$ cat config.mk
export PLATFORM = sky130hd
export DESIGN_NAME = div_unit
export DESIGN_NICKNAME = d
export VERILOG_FILES = /design/src/rtl/div_unit.sv
export SDC_FILE = /design/constraint.sdc
export NUM_CORES = 1
export LEC_CHECK = 0
export ABC_AREA = 1
export ABC_CLOCK_PERIOD_IN_PS = 10300
export BUFFER_PORTS_ARGS = -buffer_cell sky130_fd_sc_hd__buf_2
export CORE_MARGIN = 2
export CORE_UTILIZATION = 52
export CTS_BUF_LIST = sky130_fd_sc_hd__clkbuf_4 sky130_fd_sc_hd__clkbuf_8
export DETAILED_ROUTE_END_ITERATION = 6
export PLACE_DENSITY = 0.71
export SETUP_SLACK_MARGIN = 0.02
export SLEW_MARGIN = 5
export SYNTH_ARGS = -nofsm -noshare
export SYNTH_HDL_FRONTEND = slang
export SYNTH_SLANG_ARGS = --single-unit
$ cat constraint.sdc
create_clock -name clk -period 10.3 [get_ports clk]
set_input_delay 2.06 -clock clk [delete_from_list [all_inputs] [get_ports clk]]
set_output_delay 2.06 -clock clk [all_outputs]
set_load 0.05 [all_outputs]
$ cat src/rtl/div_unit.sv
// Iterative radix-2 restoring divider for RV32M DIV/DIVU/REM/REMU.
// Sits in EX beside the ALU. It stalls the pipeline while it iterates.
// It then holds the quotient or remainder until the next accepted start.
//
// Parameters
//   XLEN      operand/result width; a full divide takes XLEN iterations
//   FAST_PATH 1: divide-by-zero and signed overflow finish in one cycle
//
// Ports
//   clk       clock, rising edge
//   rst       synchronous active-high reset
//   start     request; operands and funct3 are sampled when accepted
//   funct3    100 DIV, 101 DIVU, 110 REM, 111 REMU (funct3[2]=0 is ignored)
//   a, b      dividend / divisor (post-forwarding)
//   kill      pipeline flush; aborts the operation in flight
//   busy      registered, high while iterating
//   done      registered, one-cycle pulse when result becomes valid
//   result    quotient or remainder
//   stall_req combinational stall request to the pipeline
module div_unit #(
  parameter int unsigned XLEN      = 32,
  parameter bit          FAST_PATH = 1'b1
) (
  input  logic            clk,
  input  logic            rst,
  input  logic            start,
  input  logic [2:0]      funct3,
  input  logic [XLEN-1:0] a,
  input  logic [XLEN-1:0] b,
  input  logic            kill,
  output logic            busy,
  output logic            done,
  output logic [XLEN-1:0] result,
  output logic            stall_req
);

  localparam int unsigned CntW = $clog2(XLEN + 1);

  typedef enum logic [1:0] {StIdle, StCalc, StDone} state_e;

  state_e            state_q, state_d;
  logic [CntW-1:0]   cnt_q, cnt_d;
  logic [XLEN-1:0]   rem_q, rem_d;
  // Holds the dividend magnitude and shifts quotient bits in from the LSB.
  logic [XLEN-1:0]   quo_q, quo_d;
  logic [XLEN-1:0]   dvs_q, dvs_d;
  logic [XLEN-1:0]   result_q, result_d;
  logic              neg_quo_q, neg_quo_d;
  logic              neg_rem_q, neg_rem_d;
  logic              is_rem_q, is_rem_d;
  logic              busy_q, busy_d;
  logic              done_q, done_d;

  // Operand decode for a new request
  logic              op_signed, op_rem, a_neg, b_neg, b_zero, ovf, accept, fast;
  logic [XLEN-1:0]   a_mag, b_mag, min_int, fast_result;

  assign min_int   = {1'b1, {(XLEN-1){1'b0}}};
  assign op_signed = ~funct3[0];
  assign op_rem    = funct3[1];
  assign a_neg     = op_signed & a[XLEN-1];
  assign b_neg     = op_signed & b[XLEN-1];
  assign a_mag     = a_neg ? (~a + XLEN'(1)) : a;
  assign b_mag     = b_neg ? (~b + XLEN'(1)) : b;
  assign b_zero    = (b == '0);
  assign ovf       = op_signed & (a == min_int) & (b == '1);
  assign accept    = start & funct3[2] & ~kill & ((state_q == StIdle) | (state_q == StDone));
  assign fast      = FAST_PATH & (b_zero | ovf);
  assign fast_result = b_zero ? (op_rem ? a : '1) : (op_rem ? '0 : min_int);

  // One restoring step.
  // The shifted partial remainder needs XLEN+1 bits.
  // The borrow out of the trial subtract says whether the divisor fits.
  logic [XLEN:0]     rem_shift, rem_sub;
  logic              fits, last;
  logic [XLEN-1:0]   rem_nxt, quo_nxt, quo_fin, rem_fin;

  assign rem_shift = {rem_q, quo_q[XLEN-1]};
  assign rem_sub   = rem_shift - {1'b0, dvs_q};
  assign fits      = ~rem_sub[XLEN];
  assign rem_nxt   = fits ? rem_sub[XLEN-1:0] : rem_shift[XLEN-1:0];
  assign quo_nxt   = {quo_q[XLEN-2:0], fits};
  assign last      = (cnt_q == CntW'(XLEN - 1));
  assign quo_fin   = neg_quo_q ? (~quo_nxt + XLEN'(1)) : quo_nxt;
  assign rem_fin   = neg_rem_q ? (~rem_nxt + XLEN'(1)) : rem_nxt;

  always_comb begin
    state_d   = state_q;
    cnt_d     = cnt_q;
    rem_d     = rem_q;
    quo_d     = quo_q;
    dvs_d     = dvs_q;
    result_d  = result_q;
    neg_quo_d = neg_quo_q;
    neg_rem_d = neg_rem_q;
    is_rem_d  = is_rem_q;
    unique case (state_q)
      StIdle, StDone: begin
        state_d = StIdle;
        if (accept) begin
          cnt_d     = '0;
          rem_d     = '0;
          quo_d     = a_mag;
          dvs_d     = b_mag;
          // With b == 0 the all-ones quotient must not be negated.
          neg_quo_d = (a_neg ^ b_neg) & ~b_zero;
          neg_rem_d = a_neg;
          is_rem_d  = op_rem;
          if (fast) begin
            state_d  = StDone;
            result_d = fast_result;
          end else begin
            state_d = StCalc;
          end
        end
      end
      StCalc: begin
        if (kill) begin
          state_d = StIdle;
        end else begin
          rem_d = rem_nxt;
          quo_d = quo_nxt;
          cnt_d = cnt_q + CntW'(1);
          // The result is taken from the last step directly.
          // This lets done follow the final busy cycle.
          if (last) begin
            state_d  = StDone;
            result_d = is_rem_q ? rem_fin : quo_fin;
          end
        end
      end
      default: state_d = StIdle;
    endcase
    busy_d = (state_d == StCalc);
    done_d = (state_d == StDone);
  end

  always_ff @(posedge clk) begin
    if (rst) begin
      state_q   <= StIdle;
      cnt_q     <= '0;
      rem_q     <= '0;
      quo_q     <= '0;
      dvs_q     <= '0;
      result_q  <= '0;
      neg_quo_q <= 1'b0;
      neg_rem_q <= 1'b0;
      is_rem_q  <= 1'b0;
      busy_q    <= 1'b0;
      done_q    <= 1'b0;
    end else begin
      state_q   <= state_d;
      cnt_q     <= cnt_d;
      rem_q     <= rem_d;
      quo_q     <= quo_d;
      dvs_q     <= dvs_d;
      result_q  <= result_d;
      neg_quo_q <= neg_quo_d;
      neg_rem_q <= neg_rem_d;
      is_rem_q  <= is_rem_d;
      busy_q    <= busy_d;
      done_q    <= done_d;
    end
  end

  assign busy      = busy_q;
  assign done      = done_q;
  assign result    = result_q;
  assign stall_req = (start & funct3[2] & (state_q == StIdle) & ~kill) | busy_q;

endmodule

==> flow_summary.ini <==
[run_status]
status = completed

[worst_setup_path]
cp_data_arrival_time_ps = 3130
crit_path_start_kind = input pin
cp_max_fo = 11
crit_top_cell = buf_2
required_ps = 8240
cp_slowest_cell = nand4_1
endpoint_kind = output pin
worst-setup-path-type = in -> out
max_stage_delay_ps = 360
worstPathCellList = buf_2, inv_1, nand4_1, o21bai_1, buf_2

[clocking]
cts_tree = yes
hold_buffers = 0
worstSkewPairLatency_ps = 480
clock_sink_count = 141
numCtsBuffers = 17
cts_root_buf = clkbuf_8
htree_levels = 4
post_cts_buffers = 0
cts_buffer_depth = 2
path_clk_slew_ps = 100
post_cts_resized = 0

[final_layout]
nFillCells = 2536
syn2layout_area_growth_pct = 7.79
final_cells = 2703
regArea_um2 = 2820
final_util_pct = 57.4
drive_gt1_share_pct = 9.97
nNetsFinal = 2475
multi_input_area_um2 = 8640

[yosys]
avgSynthCellArea_um2 = 5.63
synthesis.nets = 2423
ys_seq_area_share_pct = 21.7
syn_area_um2 = 13000
async_reset_ff_share_pct = 0
postSynthCellCount = 2313
synthDistinctLibCells = 55
ys.flop_type = dfxtp_1
yosys_warnings = 0
synth_seq_cells = 141
synth_edf_count = 0

[timing]
max_clock_freq_ghz = 0.193
setup_tns_ps = 0
hold_viol_final = 0
relSlewSlack_pct = 23.6
setup-violations-final = 0
drv_slew = 0
fin_worst_skew_ps = 31.2
min_period_over_period_pct = 50.4
grt_setup_unrepaired = no
fin_crit_ps = 5190
worst_slew_pin_slew_ps = 1140

[drt]
drc = 0
antenna_left = 0
wl_um = 44600
dr.pass1.iters = 5
wl_per_cell_um = 16.5
first_iter_violations = 1575
avgViaCountPerCell = 5.56
vias = 15000

[global_routing]
grt_pass1_vias = 13300
gr-total-overflow = 0
grt_util_all_layers_pct = 33.8
grt_pass1_wl_um = 70700
antenna_found_initial = 0
grt_max_degree = 82

[floorplan]
core_area_um2 = 24500
pin_count = 106
rows = 57
die_area_um2 = 26300
chipWidth_um = 162
die_height_um = 162
initial_core_util_pct = 53.3

[hold_path]
worst_hold_path_type = reg -> reg

[place]
portBuffers = 105
dpl.hpwl_um = 34600
dpl.cell_count = 2670
place_congestion = 0.948

[run]
cap_violations = 0

[power]
power_leakage_nw = 6.95
ir_worst_vdd_v = 0.0000875
power.density_nw_per_um2 = 144
==> where the power goes <==
group	switching [mW]	total [mW]	internal, mW
Clock	0.268	0.455	0.188
Sequential	0.0129	0.572	0.559
Combinational	0.708	0.996	0.288
==> cells in the final DEF, fill, tap and decap left out, drive strengths merged, types with 21 or more instances in the layout <==
cell,synthesis,layout
ha,38,38
nor3,41,41
o21ai,145,145
nand4,30,30
buf,24,118
o22ai,21,21
a21oi,202,202
dfxtp,141,141
nor2,243,243
xor2,34,34
nand3,143,143
inv,304,315
nand2,788,788
==> cell usage after synthesis, types with 2 or more instances <==
cell type	count	share of area, %
nand2_2	27	1.3
o22ai_1	21	1.0
nand4_1	30	1.4
o31ai_1	2	0.12
o21ai_1	5	0.19
buf_1	4	0.12
and2_1	2	0.096
and3_1	5	0.24
buf_6	7	0.61
a21oi_1	193	7.4
xnor2_1	11	0.74
nor2_2	14	0.67
dfxtp_1	141	22
ha_1	38	3.6
o32ai_1	4	0.27
o221ai_1	11	0.74
nand3_4	2	0.27
a31oi_1	12	0.58
nand3_1	138	5.3
nor4_1	6	0.29
buf_4	3	0.17
o41ai_1	2	0.13
inv_1	298	8.6
o21ai_0	139	5.3
nor3_1	38	1.5
xor2_1	34	2.3
clkinv_1	4	0.12
buf_2	8	0.31
a21oi_2	8	0.54
inv_2	6	0.17
o211ai_1	12	0.69
nand3b_1	8	0.46
clkbuf_1	61	1.8
nor3b_1	3	0.17
nand3_2	3	0.23
nor3_2	2	0.15
o21bai_1	3	0.17
nor2_1	227	6.5
buf_8	2	0.23
or2_2	5	0.24
nor2_4	2	0.17
nand2_1	752	22
nand2_4	8	0.69
==> cells by family after synthesis <==
| group | after synthesis | synth area share (%) |
|---|---|---|
| AOI/OAI and AO/OA | 420 | 17.7 |
| xor gates and xnor gates | 45 | 3.03 |
| adders and majority gates | 39 | 3.80 |
| buffers and inverters | 394 | 12.1 |
| DFF | 141 | 21.7 |
| and+or+nand+nor | 1274 | 41.7 |
==> per-layer routing <==
metal	GRT usage (%)	up-vias	wire, µm
met5	0	-	0
met4	12.0	0	1420
met3	6.10	74	3950
met2	51.0	682	18700
met1	48.3	6727	20500
li1	-	7550	-
==> through the flow <==
stage	setup slack [ps]	power, mW	area, µm²	hold slack, ps
after floorplan	5100	1.33	13000	432
after detailed placement	5120	1.55	13700	455
after CTS	5120	2.01	14000	471
final	5110	2.02	14000	468
after global routing	4530	2.16	14000	491
after global placement	5140	1.55	13700	450
==> critical path: cells and delay by family <==
family	cells	cell delay, ps
buffers and inverters	3	450
and+or+nand+nor	1	360
AOI/OAI and AO/OA	1	270
==> cell type report <==
type / instances / share of cell area (%)
repair buffers: 118 / 4.44
inverters: 309 / 8.27
clock buffers: 18 / 1.76
multi-input cells: 1778 / 61.5
well taps: 324 / 2.89
flip-flops and latches: 141 / 20.1
clock inverters: 14 / 1.01
diodes: 1 / 0.0178
==> state kept, by name, indices dropped and copies added, names as in the netlist <==
register,flops
neg_rem_q,1
busy,1
state_q,2
neg_quo_q,1
cnt_q,6
is_rem_q,1
quo_q,32
result,32
dvs_q,32
done,1
rem_q,32
==> worst paths after layout <==
path,start,to,slack (ps),depth (start not counted)
setup / recovery,kill,stall_req,5110,5
hold / removal,result[14],result[14],470,2
setup reg to reg,quo_q[31],result[22],5200,29
hold reg to reg,result[14],result[14],470,2
Note: power is estimated with default switching activity, not from simulation.
